`config.mk`:
```
export PLATFORM = sky130hd
export DESIGN_NAME = reg_bus_initiator_flat
export DESIGN_NICKNAME = d
export VERILOG_FILES = /design/src/rtl/reg_bus_pkg.sv /design/src/rtl/reg_bus_initiator_if.sv /design/src/rtl/reg_bus_initiator.sv /design/src/flat_wrapper.sv
export SDC_FILE = /design/constraint.sdc
export NUM_CORES = 1
export LEC_CHECK = 0
export CAP_MARGIN = 20
export CORE_ASPECT_RATIO = 0.5
export CORE_MARGIN = 4
export CORE_UTILIZATION = 39
export CTS_CLUSTER_DIAMETER = 120
export CTS_CLUSTER_SIZE = 30
export DETAILED_ROUTE_END_ITERATION = 10
export PLACE_DENSITY = 0.8
export SETUP_SLACK_MARGIN = 0.3
export SLEW_MARGIN = 20
export SYNTH_ARGS = -nofsm -noshare
export SYNTH_HDL_FRONTEND = slang
export SYNTH_SLANG_ARGS = --single-unit
export TNS_END_PERCENT = 30
```
`constraint.sdc`:
```
create_clock -name clock -period 5 [get_ports clock]
set_input_delay 1 -clock clock [delete_from_list [all_inputs] [get_ports clock]]
set_output_delay 1 -clock clock [all_outputs]
set_load 0.05 [all_outputs]
```
`src/rtl/reg_bus_pkg.sv`:
```
// Shared widths, FSM state encoding and command record for the peripheral register bus.
// Imported by the initiator, its interface and anything that builds commands for it.
package reg_bus_pkg;

  localparam int REG_BUS_ADDR_W = 16;
  localparam int REG_BUS_DATA_W = 32;

  typedef enum logic [2:0] {
    IDLE,
    WR,
    RD,
    WAIT,
    RSP
  } reg_bus_init_state_t;

  typedef struct packed {
    logic                          write;
    logic [REG_BUS_ADDR_W-1:0]     addr;
    logic [REG_BUS_DATA_W-1:0]     wdata;
    logic [REG_BUS_DATA_W/8-1:0]   be;
  } reg_bus_cmd_t;

endpackage

```
`src/rtl/reg_bus_initiator_if.sv`:
```
// Command/response handshake plus peripheral register bus signals for one initiator.
// master = the initiator itself; slave = the command source, response sink and bus responder.
interface reg_bus_initiator_if
  import reg_bus_pkg::*;
#(
  parameter int ADDR_W = REG_BUS_ADDR_W,
  parameter int DATA_W = REG_BUS_DATA_W
) ();

  logic                  cmd_valid;
  logic                  cmd_ready;
  logic                  cmd_write;
  logic [ADDR_W-1:0]     cmd_addr;
  logic [DATA_W-1:0]     cmd_wdata;
  logic [DATA_W/8-1:0]   cmd_be;

  logic                  rsp_valid;
  logic                  rsp_ready;
  logic                  rsp_write;
  logic [DATA_W-1:0]     rsp_rdata;

  logic [ADDR_W-1:0]     read_addr;
  logic                  oe;
  logic [DATA_W-1:0]     read_data;
  logic [ADDR_W-1:0]     write_addr;
  logic [DATA_W-1:0]     write_data;
  logic [DATA_W/8-1:0]   be;
  logic                  we;

  modport master (
    input  cmd_valid, cmd_write, cmd_addr, cmd_wdata, cmd_be, rsp_ready, read_data,
    output cmd_ready, rsp_valid, rsp_write, rsp_rdata,
    output read_addr, oe, write_addr, write_data, be, we
  );

  modport slave (
    output cmd_valid, cmd_write, cmd_addr, cmd_wdata, cmd_be, rsp_ready, read_data,
    input  cmd_ready, rsp_valid, rsp_write, rsp_rdata,
    input  read_addr, oe, write_addr, write_data, be, we
  );

endinterface

```
`src/rtl/reg_bus_initiator.sv`:
```
// Register bus initiator: one command at a time, one-cycle we/oe strobe, response held until consumed.
// Latency: write 3 cycles, read 3+READ_LATENCY cycles; cmd_ready only in IDLE, response stalls on rsp_ready.
module reg_bus_initiator
  import reg_bus_pkg::*;
#(
  parameter int ADDR_W       = REG_BUS_ADDR_W,
  parameter int DATA_W       = REG_BUS_DATA_W,
  parameter int READ_LATENCY = 1
) (
  input  logic               clock,
  input  logic               reset,
  reg_bus_initiator_if.master bus
);

  localparam int         BE_W     = DATA_W / 8;
  localparam logic [1:0] LAT_LOAD = 2'(READ_LATENCY - 1);

  generate
    if (READ_LATENCY < 1 || READ_LATENCY > 4) begin : g_bad_read_latency
      $error("READ_LATENCY must be in 1..4");
    end
  endgenerate

  reg_bus_init_state_t state, state_n;
  logic [1:0]          lat_cnt, lat_cnt_n;
  logic [ADDR_W-1:0]   addr_q, addr_n;
  logic [DATA_W-1:0]   wdata_q, wdata_n;
  logic [BE_W-1:0]     be_q, be_n;
  logic                accept;

  // Gated with reset so the source never sees a ready while we are held in reset.
  assign bus.cmd_ready = (state == IDLE) && !reset;

  always_comb begin
    state_n   = state;
    lat_cnt_n = lat_cnt;
    accept    = (state == IDLE) && bus.cmd_valid;
    addr_n    = accept ? bus.cmd_addr  : addr_q;
    wdata_n   = accept ? bus.cmd_wdata : wdata_q;
    be_n      = accept ? bus.cmd_be    : be_q;
    case (state)
      IDLE: if (bus.cmd_valid) state_n = bus.cmd_write ? WR : RD;
      WR:   state_n = RSP;
      RD: begin
        state_n   = WAIT;
        lat_cnt_n = LAT_LOAD;
      end
      WAIT: begin
        if (lat_cnt == 2'd0) state_n = RSP;
        else                 lat_cnt_n = lat_cnt - 2'd1;
      end
      RSP:  if (bus.rsp_ready) state_n = IDLE;
      default: state_n = IDLE;
    endcase
  end

  always_ff @(posedge clock or posedge reset) begin
    if (reset) begin
      state          <= IDLE;
      lat_cnt        <= 2'd0;
      addr_q         <= '0;
      wdata_q        <= '0;
      be_q           <= '0;
      bus.oe         <= 1'b0;
      bus.read_addr  <= '0;
      bus.we         <= 1'b0;
      bus.write_addr <= '0;
      bus.write_data <= '0;
      bus.be         <= '0;
      bus.rsp_valid  <= 1'b0;
      bus.rsp_write  <= 1'b0;
      bus.rsp_rdata  <= '0;
    end else begin
      state   <= state_n;
      lat_cnt <= lat_cnt_n;
      addr_q  <= addr_n;
      wdata_q <= wdata_n;
      be_q    <= be_n;

      // Strobes are registered off the next state, so each is high for exactly the RD/WR cycle.
      bus.oe         <= (state_n == RD);
      bus.read_addr  <= (state_n == RD) ? addr_n  : '0;
      bus.we         <= (state_n == WR);
      bus.write_addr <= (state_n == WR) ? addr_n  : '0;
      bus.write_data <= (state_n == WR) ? wdata_n : '0;
      bus.be         <= (state_n == WR) ? be_n    : '0;

      bus.rsp_valid <= (state_n == RSP);
      if (state == WR) begin
        bus.rsp_write <= 1'b1;
        bus.rsp_rdata <= '0;
      end else if (state == WAIT && lat_cnt == 2'd0) begin
        bus.rsp_write <= 1'b0;
        bus.rsp_rdata <= bus.read_data;
      end
    end
  end

endmodule

```
`src/flat_wrapper.sv`:
```
// flat-port wrapper written by rule: the top's interface ports become plain ports
module reg_bus_initiator_flat import reg_bus_pkg::*;
#(
  parameter int ADDR_W       = REG_BUS_ADDR_W,
  parameter int DATA_W       = REG_BUS_DATA_W,
  parameter int READ_LATENCY = 1
)
  (clock, reset, bus_cmd_valid, bus_cmd_write, bus_cmd_addr, bus_cmd_wdata, bus_cmd_be, bus_rsp_ready, bus_read_data, bus_cmd_ready, bus_rsp_valid, bus_rsp_write, bus_rsp_rdata, bus_read_addr, bus_oe, bus_write_addr, bus_write_data, bus_be, bus_we);
  reg_bus_initiator_if #(.ADDR_W(ADDR_W), .DATA_W(DATA_W)) bus_i ();
  input  logic clock;
  input  logic reset;
  input wire logic [$bits(bus_i.cmd_valid)-1:0] bus_cmd_valid;
  input wire logic [$bits(bus_i.cmd_write)-1:0] bus_cmd_write;
  input wire logic [$bits(bus_i.cmd_addr)-1:0] bus_cmd_addr;
  input wire logic [$bits(bus_i.cmd_wdata)-1:0] bus_cmd_wdata;
  input wire logic [$bits(bus_i.cmd_be)-1:0] bus_cmd_be;
  input wire logic [$bits(bus_i.rsp_ready)-1:0] bus_rsp_ready;
  input wire logic [$bits(bus_i.read_data)-1:0] bus_read_data;
  output wire logic [$bits(bus_i.cmd_ready)-1:0] bus_cmd_ready;
  output wire logic [$bits(bus_i.rsp_valid)-1:0] bus_rsp_valid;
  output wire logic [$bits(bus_i.rsp_write)-1:0] bus_rsp_write;
  output wire logic [$bits(bus_i.rsp_rdata)-1:0] bus_rsp_rdata;
  output wire logic [$bits(bus_i.read_addr)-1:0] bus_read_addr;
  output wire logic [$bits(bus_i.oe)-1:0] bus_oe;
  output wire logic [$bits(bus_i.write_addr)-1:0] bus_write_addr;
  output wire logic [$bits(bus_i.write_data)-1:0] bus_write_data;
  output wire logic [$bits(bus_i.be)-1:0] bus_be;
  output wire logic [$bits(bus_i.we)-1:0] bus_we;
  assign bus_i.cmd_valid = bus_cmd_valid;
  assign bus_i.cmd_write = bus_cmd_write;
  assign bus_i.cmd_addr = bus_cmd_addr;
  assign bus_i.cmd_wdata = bus_cmd_wdata;
  assign bus_i.cmd_be = bus_cmd_be;
  assign bus_i.rsp_ready = bus_rsp_ready;
  assign bus_i.read_data = bus_read_data;
  assign bus_cmd_ready = bus_i.cmd_ready;
  assign bus_rsp_valid = bus_i.rsp_valid;
  assign bus_rsp_write = bus_i.rsp_write;
  assign bus_rsp_rdata = bus_i.rsp_rdata;
  assign bus_read_addr = bus_i.read_addr;
  assign bus_oe = bus_i.oe;
  assign bus_write_addr = bus_i.write_addr;
  assign bus_write_data = bus_i.write_data;
  assign bus_be = bus_i.be;
  assign bus_we = bus_i.we;
  reg_bus_initiator #(.ADDR_W(ADDR_W), .DATA_W(DATA_W), .READ_LATENCY(READ_LATENCY)) u_core (.clock(clock), .reset(reset), .bus(bus_i));
endmodule
```
# [Word level (Yosys, flattened, before mapping)]
# Index checks and enable logic that the tools add are counted.
# W data, S select, Z words.
[totals] ff_bits=161 out_inout_bits=105 in_bits=89
[classes] n_eq_ne=8 mux=18 n_reduce_logical=9 n_addsub=1
[op_table] op="$mux W32" n=4
[op_table] op="$mux W16" n=3
[op_table] op="$pmux W3 S5" n=1
[op_table] op="$eq A3 B2 Y1 const B" n=3
[op_table] op="$mux W3" n=3
[op_table] op="$mux W4" n=2
[op_table] op="$eq A3 B1 Y1 const B" n=2
[op_table] op="$eq A3 B3 Y1 const B" n=2
[op_table] op="$mux W2" n=2
[op_table] op="$pmux W2 S2" n=1
[op_table] op="$reduce_bool A2 Y1" n=2
[op_table] op="$logic_and A1 B1 Y1" n=3
[op_table] op="$logic_not A3 Y1" n=1
[op_table] op="$logic_not A2 Y1" n=1
[op_table] op="$mux W1" n=2
[op_table] op="$ne A2 B2 Y1 const B" n=1
[op_table] op="$reduce_and A2 Y1" n=1
[op_table] op="$sub A2 B1 Y2 const B" n=1
[op_table] op="$logic_not A1 Y1" n=1

# [Depth between registers and ports, before layout]
[depth] word_depth=5 ltp_mapped=6 ltp_nobuf=5

# [Worst setup path before layout]
# OpenSTA, ideal clock, no wires.
[synth_timing] kind="in2out" start="in reset" end="out bus_cmd_ready" cell_stages=1 path_buffers=0 required_ps=4000 t_arrival_ps=2449 slack_ps=1551 path_cell_list="nor4_1"
[synth_via] elab_chain_cells=2
[synth_rtl] element="from (decl)" line="flat_wrapper.sv:11" source="input logic reset;"
[synth_rtl] element="$logic_not A1 Y1" line="reg_bus_initiator.sv:32" source="assign bus.cmd_ready = (state == IDLE) && !reset;"
[synth_rtl] element="$logic_and A1 B1 Y1" line="reg_bus_initiator.sv:32"
[synth_rtl] element="to (decl)" line="flat_wrapper.sv:19" source="output wire logic [$bits(bus_i.cmd_ready)-1:0] bus_cmd_ready;"
# Every way passes these cells.

# [Worst setup path after layout]
# Ends and elaborated chain as after synthesis.

==> reports/results.ini <==
[clock_network]
postCtsSetupBuffers = 0
cts_tree = built
cts_buffer_depth = 2
root_buffer = clkbuf_16
h-tree-depth = 3
cts_sinks = 109
post_cts_resized = 0
cts_buffers = 9
cts.clk_slew.worst_paths_ns = 0.07
ctsHoldBuffers = 0
clkLatencyLatePin_ns = 0.34

[place]
dp_hpwl_um = 7740
port-buffer-count = 193
dpl_cell_area_mm2 = 0.00593
gp_congestion = 0.776

[route]
drt_first_iter_violations = 222
viasPerCell = 4.83
wl_met2_um = 5940
wl_met3_um = 564
post_drt_wl_per_cell_um = 17.1
ant_nets = 0
drc_errors = 0
first_pass_iters = 4
num_vias = 3147
wl_met1_um = 4250
drt_wl_total_um = 11200
highest_layer = met4

[timing]
finalSetupTns_ns = 0
finalCritPeriodShare_pct = 71.4
setup_viol = 0
fin_skew_ns = 0.00295
period_minus_slack_ns = 3.57
rsz0062_at_grt = no
tightest_slew_ns = 1.00
slew_headroom_pct = 32.9
finalHoldViolCount = 0
fmax_mhz = 280
slew_viol_final = 0

[finish]
most-common-layout-cells = clkdlybuf4s50_1 (193), dfrtp_1 (109), o21ai_0 (68)
drive_above_1_share_pct = 4.45
areaGrowthSynthToFinish_pct = 60.0
layout.nets = 602
antenna_cells = 0
final_common_cell = clkdlybuf4s50_1
postLayoutCellArea_mm2 = 0.00624

[grt]
grt_pass1_vias = 3271
antenna_found_initial = 0
grt_use_total_pct = 19.2
overflow = 0
grt_max_degree = 81
grt_pass1_wl_um = 17500

[critical_path]
required_ns = 4.00
worstPathMaxFanout = 2
slowest_stage = clkdlybuf4s50_1
crit_path_end_kind = primary output
cp.arrival_ns = 2.57
startpoint_type = primary input
crit_top_cell = clkdlybuf4s50_1
max_stage_delay_ns = 0.86
path_cells = clkdlybuf4s50_1 > nor4_1 > clkdlybuf4s50_1
path_class = primary input to primary output

[synth]
synthArstFlopShare_pct = 100
ys_seq_elements = 109
synth_edf_count = 0
synthDominantCellAreaShare_pct = 69.9
synth_area_leaders = dfrtp_1 (70%), o21ai_0 (8.7%), and3_1 (8.3%)
syn-num-nets = 421
synth_ff_type = dfrtp_1
seq_area_frac_synth_pct = 69.9
yosysUniqueCellTypes = 23
yosys_warnings = 0
yosys.area.top_type = dfrtp_1
syn_inst = 331
syn_area_per_cell_um2 = 11.8
synthesis.area_mm2 = 0.00390

[hold_path]
hold_class = flip-flop to flip-flop

[power]
switching_share_pct = 38.1
vdd_drop_max_v = 0.000195
p_int_uw = 1790
p_leak_uw = 0.00290
p_sw_uw = 1100
p_per_area_mw_per_mm2 = 462
combPwrFrac_pct = 37.5
power_frac_clock_pct = 25.5
seq_power_share_pct = 37.0

[run]
cap_violations = 0

[floorplan]
fp.dieW_um = 149
boundaryPins = 194
core_region_area_mm2 = 0.00960
initial_core_util_pct = 40.7
die-area_mm2 = 0.0118
die_y_um = 78.7
rows = 25

[run_status]
outcome = complete, no violations

## cell usage after synthesis, drive strengths merged, types with 2 or more instances
| cell type | instances |
|---|---|
| and3 | 52 |
| nor2b | 2 |
| clkbuf | 20 |
| nand2b | 3 |
| dfrtp | 109 |
| and2 | 18 |
| buf | 8 |
| o21ai | 69 |
| a21oi | 3 |
| nand2 | 33 |
| inv | 4 |
## layer usage
metal	global-route usage, %	vias up
met3	5.13	32
li1	-	1474
met5	0	-
met1	22.6	1531
met4	8.22	0
met2	33.5	110
## power by group through the flow
| stage | logic [uW] | clock network, uW | registers [uW] |
|---|---|---|---|
| 2_1_floorplan | 292 | 0 | 1480 |
| 3_3_place_gp | 1070 | 0 | 1080 |
| 3_5_place_dp | 1080 | 0 | 1090 |
| 4_1_cts | 1090 | 752 | 1070 |
| 5_1_grt | 1140 | 795 | 1080 |
| 6_report | 1080 | 736 | 1070 |
## per-stage QoR
step	utilization (%)	hold slack [ns]	power [uW]	cells	setup WS (ns)
2_1_floorplan	-	0.448	1770	331	1.13
3_3_place_gp	61.7	0.471	2150	636	1.48
3_5_place_dp	61.7	0.496	2170	636	1.52
4_1_cts	65.0	0.509	2910	652	1.51
5_1_grt	65.0	0.531	3020	652	1.34
6_report	65.0	0.503	2880	652	1.43
## worst paths after layout
check | start | end | slack (ns) | cells after the start
max in group asynchronous | reset | u_core.bus.rsp_rdata[3] | 2.92 | 3
hold reg to reg | u_core.lat_cnt[0] | u_core.lat_cnt[0] | 0.50 | 1
setup reg to reg | u_core.state[1] | u_core.bus.read_addr[14] | 2.79 | 5
min in group asynchronous | reset | u_core.bus.rsp_rdata[2] | 1.17 | 2
setup / recovery | reset | bus_cmd_ready | 1.43 | 3
hold / removal | u_core.lat_cnt[0] | u_core.lat_cnt[0] | 0.50 | 1
## state kept, by name (all words and copies together) (netlist names)
register,count
u_core.bus.oe,1
u_core.bus.read_addr,16
u_core.bus.rsp_write,1
u_core.bus.rsp_rdata,32
u_core.bus.write_data,32
u_core.lat_cnt,2
u_core.state,3
u_core.bus.write_addr,16
u_core.bus.rsp_valid,1
u_core.bus.be,4
u_core.bus.we,1
## cells by family (layout without fill, tap and decap cells)
| kind of cell | count (synthesis) | in the layout | share of synthesized area (%) |
|---|---|---|---|
| adders and majority gates | 1 | 1 | 0.320 |
| AOI/OAI and AO/OA | 74 | 74 | 9.68 |
| buffers and inverters | 32 | 218 | 3.40 |
| DFF | 109 | 109 | 69.9 |
| and+or+nand+nor | 115 | 115 | 16.7 |
## critical path, delay by kind of cell
kind / cells / cell delay, ns
simple gates: 1 / 0.22
buf+inv: 2 / 1.35
## area by class of cell
type | instances | area, um^2
well taps | 135 | 169
flip-flops and latches | 109 | 2730
inverters | 4 | 20.0
multi-input cells | 190 | 1050
repair buffers | 198 | 1970
fillers | 755 | 3360
clock buffers | 13 | 270
clock inverters | 3 | 42.5
Power figures use the tool's default switching activity.
==> variant 1: new RTL, same flow settings <==
Set the package constant `REG_BUS_ADDR_W` to 15 (it was 16).
--- a/src/rtl/reg_bus_pkg.sv
+++ b/src/rtl/reg_bus_pkg.sv
@@ -2,7 +2,7 @@
 // Imported by the initiator, its interface and anything that builds commands for it.
 package reg_bus_pkg;
 
-  localparam int REG_BUS_ADDR_W = 16;
+  localparam int REG_BUS_ADDR_W = 15;
   localparam int REG_BUS_DATA_W = 32;
 
   typedef enum logic [2:0] {
Interface: changed (resized bus_cmd_addr, bus_read_addr and bus_write_addr); port bits go from 194 to 191. No check against the original RTL was run, so the function may have changed too.
==> variant 1 against the original RTL <==
- area after synthesis down 1.6%
- sequential cell count down 2
- critical path type unchanged
- routed wire length down 6.6%
- sequential share of layout area up 0.075 points
- clock skew up 0.0031 ns
- final area down 2.0%
- power down 4.4%
- register-to-register slack better by 0.07 ns
- cell count down 1.1%
- setup slack better by 0.052 ns
==> variant 1: results (changes against the original RTL) <==
- CP endpoint: bus_cmd_ready (unchanged)
- Top flop regs: u_core.bus.rsp_rdata x32, u_core.bus.write_data x32 (unchanged)
- CTS max path bufs: 2 (unchanged)
- Hold Path Depth: 1 (unchanged)
- Critical path origin: reset (unchanged)
- Final Wtd Congestion: 0.759 (was 0.776)
- Gr usage total: 18.4% (was 19.2%)
- Number of global-route vias before repair: 3132 (was 3271)
- Post-synth top cells: dfrtp_1 (107), o21ai_0 (66), and3_1 (51) (was dfrtp_1 (109), o21ai_0 (68), and3_1 (52))
- CTS H-tree lvls: 3 (unchanged)
- Warnings from Yosys: 0 (unchanged)
- Cts repair resizes: 0 (unchanged)
- Initial antenna violation count: 0 (unchanged)
- Crit Path Max Fanout: 2 (unchanged)
- Fillers: 760 (was 755)
- DR WL/cell: 16.2 µm (was 17.1 µm)
- Critical path arrival: 2.52 ns (was 2.57 ns)
- Sequential fraction of the synthesis area: 69.7% (was 69.9%)
- Ys async rst share: 100% (unchanged)
- R2r setup slk: 2.86 ns (was 2.79 ns)
- Root buf cell: clkbuf_16 (unchanged)
- Final HPWL DP: 7320 µm (was 7740 µm)
- Port bufs: 190 (was 193)
- Outcome: complete, no violations (unchanged)
- Mapped Nets: 415 (was 421)
- Pin count of the biggest net entering global routing: 78 (was 81)
- # nets final: 594 (was 602)
- Clk_lat worst skew: 0.34 ns (about the same)
- R2R Path Start: u_core.state[1]$_DFF_PP0_ (unchanged)
- R2r worst-path depth: 5 (unchanged)
- Hold Crit Class: register to register (unchanged)
- Hold_sp: u_core.lat_cnt[0]$_DFFE_PP0P_ (unchanged)
- Static Leak: 0.00283 µW (was 0.00290 µW)
- Vias: 3037 (was 3147)
- Synth unique cells: 25 (was 23)
- Total clock buffers created by CTS: 9 (unchanged)
- Share of cells above drive strength 1: 4.31% (was 4.45%)
- Worst r2r dst: u_core.bus.read_addr[8]$_DFF_PP0_ (was u_core.bus.read_addr[14]$_DFF_PP0_)
- Synth area leaders: dfrtp_1 (70%), o21ai_0 (8.6%), and3_1 (8.3%) (was dfrtp_1 (70%), o21ai_0 (8.7%), and3_1 (8.3%))
- Peak supply drop: 0.000214 V (was 0.000195 V)
- First-pass DRT Iterations: 4 (unchanged)
- Reg clk slew, reported paths: 0.07 ns (about the same)
- Initial detailed-routing violation count: 138 (was 222)
- First-pass GRT wire length: 16500 µm (was 17500 µm)
- Clock Skew: 0.00600 ns (was 0.00295 ns)
- Rel. slew slack: 34.6% (was 32.9%)
-- variant 1: cells by family after synthesis --
| kind of cell | after synthesis | share of synthesized area [%] |
|---|---|---|
| simple gates | 113 | 16.7 |
| flops | 107 | 69.7 |
| compound gates | 74 | 9.84 |
| fa+ha+maj | 1 | 0.326 |
| buf+inv | 31 | 3.42 |
-- variant 1: cell type report --
cell class | count | area [µm²] | area share [%]
sequential | 107 | 2680 | 43.8
multi-input combinational | 188 | 1040 | 16.9
clock inverter | 3 | 22.5 | 0.368
timing repair buffer | 195 | 1950 | 31.8
inverter | 4 | 17.5 | 0.286
clock buffer | 13 | 250 | 4.09
tap | 135 | 169 | 2.76
-- variant 1: metrics by stage --
stage                     instance area (µm²)  std cells  util (%)  hold slack (ns)  setup WS (ns)
after global routing                     6120        645      64.4            0.519           1.41
final                                    6120        645      64.4            0.494           1.48
after global placement                   5830        628      61.3            0.463           1.49
after floorplan                          3840        326         -            0.448           1.18
after detailed placement                 5830        628      61.3            0.483           1.48
after CTS                                6100        644      64.2            0.492           1.48
-- variant 1: where the power goes --
| group | switching, µW | internal [µW] | leakage, µW | total (µW) |
|---|---|---|---|---|
| Sequential | 60.9 | 989 | 0.00146 | 1050 |
| Clock | 296 | 354 | 0.000134 | 650 |
| Combinational | 712 | 346 | 0.00124 | 1060 |
-- variant 1: worst min path at each step --
stage / to / slack (ns)
after floorplan: u_core.lat_cnt[0]$_DFFE_PP0P_ / 0.45
after global placement: u_core.lat_cnt[0]$_DFFE_PP0P_ / 0.46
after detailed placement: u_core.lat_cnt[0]$_DFFE_PP0P_ / 0.48
after CTS: u_core.lat_cnt[0]$_DFFE_PP0P_ / 0.49
after global routing: u_core.bus.rsp_write$_DFFE_PP0P_ / 0.52
final: u_core.lat_cnt[0]$_DFFE_PP0P_ / 0.49
-- variant 1: worst max-delay path, stage by stage --
cell	delay [ns]
clkdlybuf4s50_1	0.47
nor4_1	0.19
clkdlybuf4s50_1	0.86
-- variant 1: layer usage --
layer,track usage (%),vias up,routed length [µm]
li1,-,1462,-
met1,20.7,1472,4000
met2,33.7,82,5720
met3,5.02,21,438
met4,6.82,0,281
met5,0,-,0
==> variant 2: new RTL, config.mk and constraints unchanged <==
Made on the original files. The 5 states of `reg_bus_init_state_t` get a one-hot encoding in 5 bits.
--- a/src/rtl/reg_bus_pkg.sv
+++ b/src/rtl/reg_bus_pkg.sv
@@ -5,12 +5,12 @@
   localparam int REG_BUS_ADDR_W = 16;
   localparam int REG_BUS_DATA_W = 32;
 
-  typedef enum logic [2:0] {
-    IDLE,
-    WR,
-    RD,
-    WAIT,
-    RSP
+  typedef enum logic [4:0] {
+    IDLE = 5'b00001,
+    WR   = 5'b00010,
+    RD   = 5'b00100,
+    WAIT = 5'b01000,
+    RSP  = 5'b10000
   } reg_bus_init_state_t;
 
   typedef struct packed {
Behaviour: same outputs for any inputs over 10 cycles, from zero or initial values and one cycle with reset high; not proved beyond that.
==> variant 2 against the original RTL <==
- area after synthesis rose by 19%
- sequential share of layout area rose by 0.22 points
- clock power rose by 49%
- first-iteration DRC count fell by 23%
- power rose by 55%
- final area rose by 16%
- global-route usage fell by 1.7 points
- setup slack improved by 0.18 ns
- sequential cell count rose by 18
- clock skew rose by 0.0070 ns
- worst hold slack got worse by 0.0038 ns
- via count rose by 3.5%
- sequential power rose by 39%
- routed wire length rose by 5.1%
==> variant 2: results (changes against the original RTL) <==
- Outcome: complete, no violations (unchanged)
- Peak supply drop: 0.000267 V (was 0.000195 V)
- Fraction of area in registers: 43.9% (was 43.7%)
- Clock Skew: 0.0100 ns (was 0.00295 ns)
- CP peak stage delay: 0.81 ns (was 0.86 ns)
- Area of the multi-input gates: 1330 µm² (was 1050 µm²)
- Synth area leaders: dfrtp_1 (68%), and2_1 (7.0%), a22o_1 (6.4%) (was dfrtp_1 (70%), o21ai_0 (8.7%), and3_1 (8.3%))
- Multi-input combinational cell count: 181 (was 190)
- Hold_sp: u_core.lat_cnt[1]$_DFFE_PP0P_ (was u_core.lat_cnt[0]$_DFFE_PP0P_)
- Placed Area: 6710 µm² (was 5930 µm²)
- Layout Cells excl Fill: 702 (was 652)
- Reg clk slew, reported paths: 0.05 ns (was 0.07 ns)
- Placed cell count: 672 (was 636)
- WHS: 0.499 ns (was 0.503 ns)
- First-pass DRT Iterations: 6 (was 4)
- Mapped Nets: 427 (was 421)
- Post-synth top cells: dfrtp_1 (126), and2_1 (52), a22o_1 (34) (was dfrtp_1 (109), o21ai_0 (68), and3_1 (52))
- R2r worst-path depth: 4 (was 5)
- Vias: 3256 (was 3147)
- Placement Setup Slack: 1.60 ns (was 1.52 ns)
- Critical path arrival: 2.39 ns (was 2.57 ns)
- Final HPWL DP: 8330 µm (was 7740 µm)
- Static Leak: 0.00330 µW (was 0.00290 µW)
- R2R Path Start: u_core.state[3]$_DFF_PP0_ (was u_core.state[1]$_DFF_PP0_)
- Buffering overhead: 27.2% (was 31.5%)
- Synth unique cells: 34 (was 23)
- Layout Utilization: 64.0% (was 65.0%)
- Fillers: 854 (was 755)
- Pin count of the biggest net entering global routing: 77 (was 81)
- Drt total wl: 11700 µm (was 11200 µm)
- Top-area cell type share of the netlist area: 67.6% (was 69.9%)
- R2r setup slk: 2.82 ns (was 2.79 ns)
- Sequential fraction of the synthesis area: 68.2% (was 69.9%)
- Clkbuf count: 24 (was 13)
- #FFs+latches synth: 127 (was 109)
- Initial detailed-routing violation count: 170 (was 222)
- Worst r2r dst: u_core.bus.rsp_rdata[6]$_DFFE_PP0P_ (was u_core.bus.read_addr[14]$_DFF_PP0_)
- First-pass GRT wire length: 18900 µm (was 17500 µm)
- Worst Hold Path EP: u_core.lat_cnt[1]$_DFFE_PP0P_ (was u_core.lat_cnt[0]$_DFFE_PP0P_)
- Setup WS post-layout: 1.61 ns (was 1.43 ns)
- Number of global-route vias before repair: 3420 (was 3271)
- Share of cells above drive strength 1: 10.9% (was 4.45%)
- # nets final: 622 (was 602)
- Net Sw Frac: 39.2% (was 38.1%)
- Clock-cell share: 7.39% (was 5.01%)
-- variant 2: changes by cell type after synthesis, moves of 5 or more --
cell      change
clkbuf_1     -15
and2_1       +34
mux2i_1      +17
nor2_1       +22
a22o_1       +34
dfrtp_1      +17
o21ai_0      -62
buf_2         +5
and3_1       -52
nand2_1      -24
mux2_2       +16
-- variant 2: logic make-up after synthesis --
family / after synthesis / synth area share (%)
flops: 127 / 68.2
xor+xnor: 1 / 0.188
buf+inv: 29 / 3.38
compound gates: 49 / 8.45
simple gates: 97 / 12.0
fa+ha+maj: 1 / 0.268
mux: 33 / 7.51
-- variant 2: power groups by stage --
stage                     sequential (µW)  clock, µW  combinational, µW
final                                1490       1100               1890
after global routing                 1530       1180               1980
after CTS                            1490       1120               1910
after detailed placement             1500          0               1900
after floorplan                      2190          0                598
after global placement               1490          0               1880
-- variant 2: per-layer routing --
layer	track usage (%)	wire length, µm	share of wire (%)
met5	0	0	0
met4	7.99	254	2.2
met3	4.37	569	4.8
met2	30.5	6240	53
met1	20.7	4680	40
